File: src/rtl/keypad_pkg.sv
// Shared encodings and helpers for the keypad matrix scanner.
// Event codes on KEY_EVENT, one-hot tracker states, and small elaboration helpers.
package keypad_pkg;

    typedef enum logic [1:0] {
        EV_NONE    = 2'd0,
        EV_PRESS   = 2'd1,
        EV_REPEAT  = 2'd2,
        EV_RELEASE = 2'd3
    } key_event_e;

    typedef enum logic [2:0] {
        ST_IDLE  = 3'b001,
        ST_HELD  = 3'b010,
        ST_MULTI = 3'b100
    } tracker_state_e;

    // Widest key map the helpers accept (8 rows x 8 columns).
    localparam int MAX_KEYS = 64;

    function automatic logic popcount_is_one(input logic [MAX_KEYS-1:0] v);
        return (v != '0) && ((v & (v - MAX_KEYS'(1))) == '0);
    endfunction

    function automatic int max_int(input int a, input int b);
        return (a > b) ? a : b;
    endfunction

endpackage

File: src/rtl/keypad_frame_debounce.sv
// Whole-map debouncer: a scan frame snapshot is accepted as the debounced key map
// once it has repeated unchanged for DEBOUNCE_FRAMES consecutive frame ends.
module keypad_frame_debounce #(
    parameter int KEYS            = 16,
    parameter int DEBOUNCE_FRAMES = 3
) (
    input  logic            CLK,
    input  logic            RST,
    input  logic [KEYS-1:0] snapshot,
    input  logic            frame_end,
    output logic [KEYS-1:0] key_map,
    output logic            accept
);

    localparam int SW = $clog2(DEBOUNCE_FRAMES + 1);

    logic [KEYS-1:0] prev_snap;
    logic [SW-1:0]   stable_cnt;
    logic [SW-1:0]   cnt_next;

    // A changed snapshot counts as the first frame of a new candidate map.
    always_comb begin
        cnt_next = SW'(1);
        if (snapshot == prev_snap) begin
            if (stable_cnt == SW'(DEBOUNCE_FRAMES)) begin
                cnt_next = stable_cnt;
            end else begin
                cnt_next = stable_cnt + SW'(1);
            end
        end
    end

    always_ff @(posedge CLK or posedge RST) begin
        if (RST) begin
            prev_snap  <= '0;
            stable_cnt <= '0;
            key_map    <= '0;
            accept     <= 1'b0;
        end else begin
            accept <= frame_end;
            if (frame_end) begin
                prev_snap  <= snapshot;
                stable_cnt <= cnt_next;
                if (cnt_next == SW'(DEBOUNCE_FRAMES)) begin
                    key_map <= snapshot;
                end
            end
        end
    end

endmodule

File: src/rtl/keypad_matrix_scanner.sv
// Row-scanning keypad front end: drives one row low at a time, debounces the full
// key map per frame and reports PRESS / REPEAT / RELEASE events for a single key.
module keypad_matrix_scanner
    import keypad_pkg::*;
#(
    parameter int ROWS            = 4,
    parameter int COLS            = 4,
    parameter int SCAN_DIV        = 1000,
    parameter int DEBOUNCE_FRAMES = 3,
    parameter int REPEAT_DELAY    = 50,
    parameter int REPEAT_RATE     = 10,
    parameter int CODE_W          = $clog2(ROWS * COLS)
) (
    input  logic              CLK,
    input  logic              RST,
    input  logic [COLS-1:0]   KEY_COL,
    output logic [ROWS-1:0]   KEY_ROW,
    output logic [CODE_W-1:0] KEY_CODE,
    output logic [1:0]        KEY_EVENT,
    output logic              Value_en,
    output logic              KEY_HELD,
    output logic              MULTI_KEY,
    output logic [2:0]        dbg_state
);

    localparam int KEYS    = ROWS * COLS;
    localparam int RW      = $clog2(ROWS);
    localparam int DW      = $clog2(SCAN_DIV);
    localparam int REP_MAX = max_int(REPEAT_DELAY, REPEAT_RATE);
    localparam int CW      = $clog2(REP_MAX + 1);

    // Event handshake: Value_en is a one-cycle valid strobe with no ready/backpressure.
    // KEY_EVENT is meaningful only while Value_en is high; KEY_CODE is valid with it
    // and holds its value afterwards. The consumer must take every strobe.

    logic [COLS-1:0] col_meta;
    logic [COLS-1:0] col_sync;

    always_ff @(posedge CLK or posedge RST) begin
        if (RST) begin
            col_meta <= '1;
            col_sync <= '1;
        end else begin
            col_meta <= KEY_COL;
            col_sync <= col_meta;
        end
    end

    logic            scan_en;
    logic [RW-1:0]   row_idx;
    logic [DW-1:0]   dwell_cnt;
    logic [KEYS-1:0] snapshot;
    logic [KEYS-1:0] snap_next;
    logic            last_dwell;
    logic            frame_end;

    assign last_dwell = scan_en && (dwell_cnt == DW'(SCAN_DIV - 1));
    assign frame_end  = last_dwell && (row_idx == RW'(ROWS - 1));

    // The current row's columns are merged in combinationally so the frame-end
    // snapshot already contains the last row sampled on the same edge.
    always_comb begin
        snap_next = snapshot;
        for (int r = 0; r < ROWS; r++) begin
            if (row_idx == RW'(r)) begin
                snap_next[r*COLS +: COLS] = ~col_sync;
            end
        end
    end

    // KEY_ROW is a rotating registered pattern so the row pins never glitch.
    always_ff @(posedge CLK or posedge RST) begin
        if (RST) begin
            scan_en   <= 1'b0;
            row_idx   <= '0;
            dwell_cnt <= '0;
            snapshot  <= '0;
            KEY_ROW   <= '1;
        end else begin
            scan_en <= 1'b1;
            if (!scan_en) begin
                KEY_ROW <= ~ROWS'(1);
            end else if (last_dwell) begin
                dwell_cnt <= '0;
                snapshot  <= snap_next;
                KEY_ROW   <= {KEY_ROW[ROWS-2:0], KEY_ROW[ROWS-1]};
                if (row_idx == RW'(ROWS - 1)) begin
                    row_idx <= '0;
                end else begin
                    row_idx <= row_idx + RW'(1);
                end
            end else begin
                dwell_cnt <= dwell_cnt + DW'(1);
            end
        end
    end

    logic [KEYS-1:0] key_map;
    logic            accept;

    keypad_frame_debounce #(
        .KEYS            (KEYS),
        .DEBOUNCE_FRAMES (DEBOUNCE_FRAMES)
    ) u_debounce (
        .CLK       (CLK),
        .RST       (RST),
        .snapshot  (snap_next),
        .frame_end (frame_end),
        .key_map   (key_map),
        .accept    (accept)
    );

    logic              map_one;
    logic [CODE_W-1:0] map_code;
    logic [KEYS-1:0]   held_map;

    assign map_one  = popcount_is_one(MAX_KEYS'(key_map));
    assign held_map = KEYS'(1) << KEY_CODE;

    always_comb begin
        map_code = '0;
        for (int k = 0; k < KEYS; k++) begin
            if (key_map[k]) begin
                map_code = CODE_W'(k);
            end
        end
    end

    tracker_state_e    state;
    tracker_state_e    state_next;
    key_event_e        ev_d;
    logic              en_d;
    logic [CODE_W-1:0] code_d;
    logic              held_d;
    logic              multi_d;
    logic [CW-1:0]     rep_cnt;
    logic [CW-1:0]     rep_d;
    logic [CW-1:0]     rep_inc;
    logic              rep_phase;
    logic              rep_phase_d;

    assign dbg_state = state;

    always_ff @(posedge CLK or posedge RST) begin
        if (RST) begin
            state     <= ST_IDLE;
            KEY_CODE  <= '0;
            KEY_EVENT <= EV_NONE;
            Value_en  <= 1'b0;
            KEY_HELD  <= 1'b0;
            MULTI_KEY <= 1'b0;
            rep_cnt   <= '0;
            rep_phase <= 1'b0;
        end else begin
            state     <= state_next;
            KEY_CODE  <= code_d;
            KEY_EVENT <= ev_d;
            Value_en  <= en_d;
            KEY_HELD  <= held_d;
            MULTI_KEY <= multi_d;
            rep_cnt   <= rep_d;
            rep_phase <= rep_phase_d;
        end
    end

    always_comb begin
        state_next = state;
        if (accept) begin
            case (state)
                ST_IDLE: begin
                    if (map_one) begin
                        state_next = ST_HELD;
                    end else if (key_map != '0) begin
                        state_next = ST_MULTI;
                    end
                end
                ST_HELD: begin
                    if (key_map != held_map) begin
                        state_next = ST_IDLE;
                    end
                end
                ST_MULTI: begin
                    if (key_map == '0) begin
                        state_next = ST_IDLE;
                    end
                end
                default: state_next = ST_IDLE;
            endcase
        end
    end

    // rep_phase separates the initial delay from the steady repeat interval;
    // rep_cnt restarts from zero after every REPEAT.
    always_comb begin
        ev_d        = EV_NONE;
        en_d        = 1'b0;
        code_d      = KEY_CODE;
        held_d      = KEY_HELD;
        multi_d     = MULTI_KEY;
        rep_d       = rep_cnt;
        rep_phase_d = rep_phase;
        rep_inc     = (rep_cnt == CW'(REP_MAX)) ? rep_cnt : rep_cnt + CW'(1);
        if (accept) begin
            case (state)
                ST_IDLE: begin
                    if (map_one) begin
                        code_d      = map_code;
                        held_d      = 1'b1;
                        ev_d        = EV_PRESS;
                        en_d        = 1'b1;
                        rep_d       = '0;
                        rep_phase_d = 1'b0;
                    end else if (key_map != '0) begin
                        multi_d = 1'b1;
                    end
                end
                ST_HELD: begin
                    if (key_map == held_map) begin
                        rep_d = rep_inc;
                        if (REPEAT_DELAY != 0) begin
                            if (!rep_phase && rep_inc == CW'(REPEAT_DELAY)) begin
                                ev_d        = EV_REPEAT;
                                en_d        = 1'b1;
                                rep_d       = '0;
                                rep_phase_d = 1'b1;
                            end else if (rep_phase && rep_inc == CW'(REPEAT_RATE)) begin
                                ev_d  = EV_REPEAT;
                                en_d  = 1'b1;
                                rep_d = '0;
                            end
                        end
                    end else begin
                        ev_d   = EV_RELEASE;
                        en_d   = 1'b1;
                        held_d = 1'b0;
                    end
                end
                ST_MULTI: begin
                    if (key_map == '0) begin
                        multi_d = 1'b0;
                    end
                end
                default: begin
                    held_d  = 1'b0;
                    multi_d = 1'b0;
                end
            endcase
        end
    end

endmodule

File: config.mk
export PLATFORM = sky130hd
export DESIGN_NAME = keypad_matrix_scanner
export DESIGN_NICKNAME = d
export VERILOG_FILES = /design/src/rtl/keypad_pkg.sv /design/src/rtl/keypad_frame_debounce.sv /design/src/rtl/keypad_matrix_scanner.sv
export SDC_FILE = /design/constraint.sdc
export NUM_CORES = 1
export LEC_CHECK = 0
export ABC_AREA = 1
export CORE_UTILIZATION = 55
export CTS_CLUSTER_DIAMETER = 30
export CTS_CLUSTER_SIZE = 25
export DETAILED_ROUTE_END_ITERATION = 8
export PLACE_DENSITY = 0.7
export RECOVER_POWER = 25
export SLEW_MARGIN = 10
export SYNTH_ARGS = -nofsm -noshare
export SYNTH_HDL_FRONTEND = slang
export SYNTH_SLANG_ARGS = --single-unit
File: constraint.sdc
create_clock -name CLK -period 7.5 [get_ports CLK]
set_input_delay 1.125 -clock CLK [delete_from_list [all_inputs] [get_ports CLK]]
set_output_delay 1.125 -clock CLK [all_outputs]
set_load 0.1 [all_outputs]
==> Word level (Yosys, flattened, before mapping) <==
Index checks and enable logic that the tools add are counted.
{ "word_totals": {"register_bits": 95, "in_bits": 6, "output_inout_bits": 16, "word_cells": 132} }
{ "op_classes": {"addsub": 5, "n_eq_ne": 25, "shifts": 1, "n_mux": 59, "bitwise": 4, "n_reduce_logical": 19} }
{ "op_table": {"columns": ["op", "n"], "rows": [
  ["2-to-1 mux 4 bit", 20],
  ["AND 16 x 64 -> 64 bit", 1],
  ["zero test 64 bit", 1],
  ["== test 16 bit", 2],
  ["2-to-1 mux 6 bit", 5],
  ["subtractor 16 x 1 -> 17 bit, second input constant", 1],
  ["zero test 16 bit", 1],
  ["!= test 16 bit", 1],
  ["!= test 2 bit, second input constant", 8],
  ["nonzero test 16 bit", 1],
  ["left shift 1 x 4 -> 16 bit, first input constant", 1],
  ["2-to-1 mux 1 bit", 15],
  ["2-to-1 mux 2 bit", 7],
  ["== test 6 bit, second input constant", 2],
  ["2-to-1 mux 3 bit", 4],
  ["case mux 6 bit (2 select lines)", 1],
  ["AND reduction 4 bit", 3],
  ["adder 10 x 1 -> 10 bit, second input constant", 1],
  ["== test 10 bit, second input constant", 1],
  ["2-to-1 mux 10 bit", 1],
  ["AND reduction 5 bit", 2],
  ["case mux 3 bit (3 select lines)", 1],
  ["== test 2 bit, second input constant", 4],
  ["adder 6 x 1 -> 6 bit, second input constant", 1],
  ["19 further kinds", 28]
]} }

==> Longest topological paths before layout <==
Gate-level depths: netlist of run 1.
{ "logic_depth": {"ltp_word": 15, "depth_mapped": 15, "mapped_depth_nobuf": 15} }

==> Cells and area by module <==
From an unflattened synthesis of run 1, not the netlist that was laid out.
{ "unflattened": {"hier_cells": 797, "hier_area_um2": 5650.4} }
{ "modules_own_cells": {"columns": ["module", "instances", "cells_per_inst", "area_each_um2", "seq_area_each_um2"], "rows": [
  ["keypad_matrix_scanner", 1, 551, 3776.1, 1517.7],
  ["keypad_frame_debounce", 1, 246, 1874.3, 875.8]
]} }

==> Worst setup path after synthesis of run 1 <==
Ideal clock, no wire load.
{ "synth_timing": {"kind": "register to register", "from": "reg KEY_CODE[3]", "to": "reg rep_cnt[0]", "setup_time_ps": 117, "arrival_time_ps": 2389, "path_slack_ps": 4994, "stages_incl_launch_ff": 14, "cell_sequence": "dfrtp_1 -> buf_4 -> inv_1 -> buf_4 -> o21ai_0 -> nand2_1 -> nor2_1 -> nand2_1 -> nor2_1 -> nand2_1 -> a21boi_4 -> nand2_4 -> nand2_1 -> nand2_1"} }
{ "synth_via": {"elab_chain_len": 4} }
{ "synth_rtl": {"columns": ["element", "line", "rtl"], "rows": [
  ["start: declaration", "keypad_matrix_scanner.sv:18", "output logic [CODE_W-1:0] KEY_CODE,"],
  ["start signal: assignment", "keypad_matrix_scanner.sv:156", "KEY_CODE <= code_d;"],
  ["left shift 1 x 4 -> 16 bit", "keypad_matrix_scanner.sv:118", "assign held_map = KEYS'(1) << KEY_CODE;"],
  ["== test 16 bit", "keypad_matrix_scanner.sv:218", "if (key_map == held_map) begin"],
  ["!= test 2 bit (no source line)", null, null],
  ["AND reduction 4 bit (no source line)", null, null],
  ["end signal: assignment", "keypad_matrix_scanner.sv:161", "rep_cnt <= rep_d;"],
  ["end: declaration", "keypad_matrix_scanner.sv:136", "logic [CW-1:0] rep_cnt;"]
]} }
No other way between the ends.
A chain may end at the register's enable or synchronous reset.

==> Worst setup path after layout of run 1 <==
{ "layout_timing": {"from": "reg KEY_CODE[3]", "to": "out KEY_CODE[3]"} }
No word-level cell between the ends.

==> metrics, run 1 <==
final critical-path required period 3.41 ns; Clock Root Buffer clkbuf_8; startpoint types register; critical path fanouts, max 19; CTS max path bufs 2; all-layer global routing usage between 20% and 30%; net count of the mapped netlist 694; core area between 9000 and 10000 sq um; Slew @ Worst Pin around 0.97 ns; largest net degree at the start of global routing 74; clock latency of the later-clocked register in the worst-skew pair approximately 0.36 ns; total design power 994 uW; PD cells approximately 170 nW/um^2; FF/Latch Area between 2000 and 2500 sq um; Pins Over Slew Limit 0; total area of multi-input combinational cells around 2500 sq um; share of Yosys cell area claimed by the top area cell type 39.3%; reported net switching power 248 uW; last weighted congestion value of the routability-driven placer between 0.9 and 1; post-synthesis register bit count 95; global-route wire length before repair approximately 19000 um; final setup violating endpoints 0; row count 35; cell family with the largest share of critical-path delay buffers and inverters; vias after detailed routing 4369; setup repair after global routing missed its margin no; buffer and inverter count on the worst path 1; I/O Buffers 21; leading area contributor after synthesis dfrtp_1; number of cells produced by synthesis between 600 and 700; delay of the slowest cell on the worst path between 1 and 1.5 ns; CTS Hold Buffers Added 0; critical path depth 1; crit path cell chain clkdlybuf4s50_1; Worst IR Drop VDD 0.128 mV; Layout fillers just over 800; total length of routed met3 wires between 200 and 300 um; met2 wire length ~5200 um; TritonCTS Sinks between 90 and 100; cell types occupying the most area after synthesis dfrtp_1 (39%), nand2_1 (16%), dfstp_2 (6.5%); number of unique standard cell types used by synthesis 36; total of warnings raised by yosys 0; worst hold-check path type register to register; number of routed nets with antenna violations 0; htree depth 3; setup repair bufs after CTS 0; width of the die 99.5 um; Die Outline Area 9900 sq um; post-route fraction of the period consumed by the critical path between 40% and 50%; worst endpoint required time 6.38 ns; Antenna diodes 0; sequential area share after synthesis between 40% and 50%; ratio of cells with drive above 1 in the final layout a little over a tenth; slowest library cell on the worst path clkdlybuf4s50_1; effective utilization at floorplan ~57%; Resized Gates After CTS 0; number of DRC violations after detailed-routing iteration 0 ~170; total number of nets in the final design 713; clock slew seen by the registers of the worst setup and hold paths roughly 0.1 ns; Leakage around 2.8 nW; number of clock buffers inserted by TritonCTS 9; total wire length after detailed routing around 11000 um; worst slew margin relative to its limit about 35%; number of maximum-capacitance constraint violations 0; number of detailed-routing iterations run before antenna repair 5; vias in the first global route 4142; synthesized area per cell roughly 7.7 sq um; ratio of routed vias to standard cells 5.24; height of the die just under 100 um; reg2reg path depth 8; Layout Utilization 62.2%; post-layout instance count excluding filler cells 834; WL/cell between 10 and 15 um; maximum clock skew at final layout between 0.009 and 0.01 ns; critical path start-end classification register to output pin; DP HPWL 7910 um; post-route DRC violation count 0; Final TNS setup 0 ns; status finished clean; Placed Instances between 800 and 900; Synth Cell Area ~5200 sq um; proportion of total power due to net switching between 20% and 30%; count of boundary I/O pins 22; final hold violations 0; cell-internal power around 750 uW; portion of total power attributed to sequential cells between 50% and 60%; sort of element at the end of the critical path output pin; residual overflow from global routing 0; combinational cell fraction of total power 6.2%; clock tree from TritonCTS done; area delta synth->final 9.98%; max frequency between 200 and 300 MHz; initial antenna violation count 0; share of power burned in the clock network between 30% and 40%; data arrival at the endpoint of the critical path 2.29 ns; topmost layer with routed signal wires met4; worst hold path stage count 0; wl on met1 slightly above 5000 um
final cells by class:
type / instances / area share, %
timing repair buffer: 22 / 3.79
sequential: 95 / 41.6
clock inverter: 7 / 1.78
multi-input combinational: 510 / 43.8
clock buffer: 9 / 2.15
tap: 129 / 2.81
inverter: 62 / 4.07
final timing paths:
check	from	slack, ns	endpoint
min reg2reg	col_meta[0]$_DFF_PP1_	0.36	col_sync[0]$_DFF_PP1_
min	col_meta[0]$_DFF_PP1_	0.36	col_sync[0]$_DFF_PP1_
max reg2reg	dwell_cnt[0]$_DFFE_PP0P_	4.57	u_debounce.key_map[1]$_DFFE_PP0P_
max in group asynchronous	RST	4.74	u_debounce.key_map[3]$_DFFE_PP0P_
max	KEY_CODE[3]$_DFFE_PP0P_	4.09	KEY_CODE[3]
min in group asynchronous	RST	1.38	dwell_cnt[0]$_DFFE_PP0P_
through the flow:
step	area, sq um	hold WS (ns)	setup slack, ns
after floorplan	5230	0.345	3.92
after global placement	5520	0.346	4.49
after detailed placement	5520	0.347	4.49
after CTS	5750	0.362	4.08
after global routing	5750	0.369	4.02
final	5750	0.361	4.09
power by group through the flow:
| stage | logic (mW) | clock network [mW] | registers, mW |
|---|---|---|---|
| floorplan | 0.0476 | 0 | 0.555 |
| global placement | 0.0600 | 0 | 0.558 |
| detailed placement | 0.0623 | 0 | 0.559 |
| CTS | 0.0628 | 0.393 | 0.549 |
| global route | 0.0742 | 0.413 | 0.553 |
| finish | 0.0614 | 0.383 | 0.549 |
metal layers:
layer / GRT usage, % / vias up
li1: - / 2239
met5: 0 / -
met2: 41.9 / 74
met3: 2.67 / 17
met4: 10.3 / 0
met1: 31.0 / 2039
flip-flops by register name, summed over array words and instances, names as in the netlist:
name	flops
snapshot	16
u_debounce.key_map	16
u_debounce.prev_snap	16
dwell_cnt	10
rep_cnt	6
KEY_CODE	4
KEY_ROW	4
col_meta	4
col_sync	4
dbg_state	3
KEY_EVENT	2
row_idx	2
u_debounce.stable_cnt	2
KEY_HELD	1
MULTI_KEY	1
Value_en	1
rep_phase	1
scan_en	1
u_debounce.accept	1
cell families (layout without fill, tap and decap cells):
group / after synthesis / count (layout) / share of synthesized area, %
fa+ha+maj: 7 / 7 / 1.68
xor+xnor: 16 / 16 / 2.68
buf+inv: 76 / 100 / 6.08
other cells: 1 / 1 / 0.0718
flops: 95 / 95 / 45.8
compound gates: 111 / 111 / 13.2
simple gates: 375 / 375 / 30.5
cell usage after synthesis, drive strengths merged:
master and n:
nand2 221, o21ai 89, dfrtp 82, nor2 77
inv 62, nand3 40, nand4 19, a21oi 16
xor2 16, dfstp 13, nor3 8, buf 7
clkbuf 7, ha 7, or2 5, nor3b 2
nor4 2, o21bai 2, a21boi 1, a22oi 1
conb 1, nand3b 1, o21a 1, o22ai 1
cell usage in the layout, fill, tap and decap left out, drive strengths merged:
master           n
o21ai           89
o21bai           2
a22oi            1
dfstp           13
conb             1
clkinv           1
o22ai            1
nand2          221
clkdlybuf4s50   16
nor4             2
inv             65
bufinv           2
nor2            77
or2              5
clkinvlp         1
nand4           19
nor3b            2
nor3             8
nand3           40
nand3b           1
xor2            16
ha               7
clkbuf           9
dlygate4sd3      5
dfrtp           82
o21a             1
buf              1
a21boi           1
a21oi           16
No activity file was read; power rests on OpenSTA's default activity.
==> run 2, diff against run 1 <==
--- a/config.mk
+++ b/config.mk
@@ -10,7 +10,7 @@
 export CTS_CLUSTER_DIAMETER = 30
 export CTS_CLUSTER_SIZE = 25
 export DETAILED_ROUTE_END_ITERATION = 8
-export PLACE_DENSITY = 0.7
+export PLACE_DENSITY = 0.73
 export RECOVER_POWER = 25
 export SLEW_MARGIN = 10
 export SYNTH_ARGS = -nofsm -noshare
==> constraint.sdc (replaced) <==
create_clock -name CLK -period 2.8 [get_ports CLK]
set_input_delay 0.42 -clock CLK [delete_from_list [all_inputs] [get_ports CLK]]
set_output_delay 0.42 -clock CLK [all_outputs]
set_load 0.1 [all_outputs]
==> run 2 against run 1 <==
Against the previous run: register-to-register slack worse by 4.3 ns; highest routed layer unchanged; utilization increased by 0.34 points; die area stayed put; clock skew increased by 0.0027 ns; cell count rose by 1.6%; via count increased by 2.2%; combinational power grew to 2.6 times the previous value; total power rose to 2.6 times the previous value.
==> metrics, run 2 (synthesized netlist as in run 1, its figures left out) <==
final hold violations 0; global-route wire length before repair between 15000 and 20000 um; Leakage around 2.9 nW; total wire length after detailed routing approximately 11000 um; effective utilization at floorplan roughly 57%; WL/cell around 13 um; Layout Cell Area excl Fill about 5800 sq um; Pins Over Slew Limit 0; last weighted congestion value of the routability-driven placer around 0.9; I/O Buffers 21; share of power burned in the clock network between 30% and 40%; clock latency of the later-clocked register in the worst-skew pair 0.36 ns; Layout fillers around 820; number of DRC violations after detailed-routing iteration 0 between 200 and 300; startpoint types register; portion of total power attributed to sequential cells 57.3%; core area about 9000 sq um; row count 35; count of boundary I/O pins 22; worst hold-check path type register to register; all-layer global routing usage approximately 24%; sort of element at the end of the critical path register; number of detailed-routing iterations run before antenna repair 7; Die Outline Area ~9900 sq um; vias in the first global route about 4100; TritonCTS Sinks 95; commonest cells after routing, fill and taps aside nand2_1 (220), dfrtp_1 (82), nor2_1 (72); vias after detailed routing around 4500; height of the die between 90 and 100 um; worst endpoint required time slightly above 3 ns; CTS max path bufs 2; DP HPWL between 8000 and 9000 um; setup repair after global routing missed its margin no; residual overflow from global routing 0; number of routed nets with antenna violations 0; status finished clean; final critical-path required period ~2.5 ns; clock tree from TritonCTS done; initial antenna violation count 0; PD cells between 400 and 500 nW/um^2; CTS Hold Buffers Added 0; Slew @ Worst Pin between 1 and 1.5 ns; post-route setup slack 0.284 ns; clock slew seen by the registers of the worst setup and hold paths about 0.10 ns; setup repair bufs after CTS 0; Clock Root Buffer clkbuf_8; Final TNS setup 0 ns; Layout Utilization 62.5%; maximum clock skew at final layout 0.0127 ns; max frequency 397 MHz; Antenna diodes 0; Worst IR Drop VDD approximately 0.27 mV; area of placed instances approximately 5600 sq um; post-route fraction of the period consumed by the critical path 89.9%; ratio of routed vias to standard cells 5.27; final setup violating endpoints 0; width of the die between 90 and 100 um; htree depth 3; area delta synth->final 10.6%; Resized Gates After CTS 0; number of clock buffers inserted by TritonCTS 9; post-placement worst setup slack between 0.2 and 0.3 ns; critical path fanouts, max 32; data arrival at the endpoint of the critical path ~2.8 ns; ratio of cells with drive above 1 in the final layout around 14%; commonest non-fill, non-tap cell in the layout nand2_1; registers with the most flip-flops snapshot: 16 flops, u_debounce.key_map: 16 flops, u_debounce.prev_snap: 16 flops; combinational cell fraction of total power ~6.3%; total number of nets in the final design a little over 700; critical path start-end classification register to register; cell-internal power approximately 1.9 mW; proportion of total power due to net switching 25.6%; number of maximum-capacitance constraint violations 0; post-route DRC violation count 0; reported net switching power ~660 uW; largest net degree at the start of global routing 35; worst slew margin relative to its limit approximately an eighth
==> run 2: path summary, 6_finish.rpt <==
check | startpoint | end | slack (ns) | cells after the start
min reg2reg | col_meta[3]$_DFF_PP1_ | col_sync[3]$_DFF_PP1_ | 0.36 | 0
max | row_idx[0]$_DFFE_PP0P_ | u_debounce.key_map[3]$_DFFE_PP0P_ | 0.28 | 12
max in group asynchronous | RST | row_idx[0]$_DFFE_PP0P_ | 0.67 | 3
min in group asynchronous | RST | KEY_CODE[1]$_DFFE_PP0P_ | 0.78 | 2
max reg2reg | row_idx[0]$_DFFE_PP0P_ | u_debounce.key_map[3]$_DFFE_PP0P_ | 0.28 | 12
min | col_meta[3]$_DFF_PP1_ | col_sync[3]$_DFF_PP1_ | 0.36 | 0
==> run 2: layer usage <==
layer,wire (um),global-route usage (%)
met1,5340,33.5
met4,157,7.13
met5,0,0
met3,467,3.65
met2,5120,39.9
==> run 2: power by group through the flow <==
stage	Clock, mW	Combinational, mW	Sequential (mW)
finish	0.933	0.162	1.47
global route	1.01	0.194	1.48
CTS	0.957	0.169	1.47
detailed placement	0	0.169	1.50
global placement	0	0.166	1.50
floorplan	0	0.128	1.49
==> run 2: metrics by stage <==
| step | hold slack [ns] | power [mW] | cells |
|---|---|---|---|
| global placement | 0.346 | 1.66 | 831 |
| floorplan | 0.345 | 1.61 | 681 |
| detailed placement | 0.348 | 1.67 | 831 |
| global route | 0.351 | 2.68 | 847 |
| finish | 0.359 | 2.57 | 847 |
| CTS | 0.362 | 2.60 | 847 |
==> run 2: layout make-up <==
type	count	area [sq um]	area share, %
tap	129	161	2.79
multi-input combinational	510	2510	43.5
clock inverter	6	75.1	1.30
timing repair buffer	35	273	4.72
clock buffer	10	128	2.21
inverter	62	234	4.05
sequential	95	2390	41.4
==> run 2: worst max-delay path: stages, from the launching register on <==
cell     delay, ns
dfrtp_1       0.40
ha_1          0.43
nand2_1       0.11
o21ai_1       0.23
or2_2         0.18
nand3_1       0.07
nor2_1        0.17
nand2_1       0.12
nor2_4        0.16
nand4_4       0.07
buf_4         0.27
nand2_1       0.12
o21ai_2       0.05
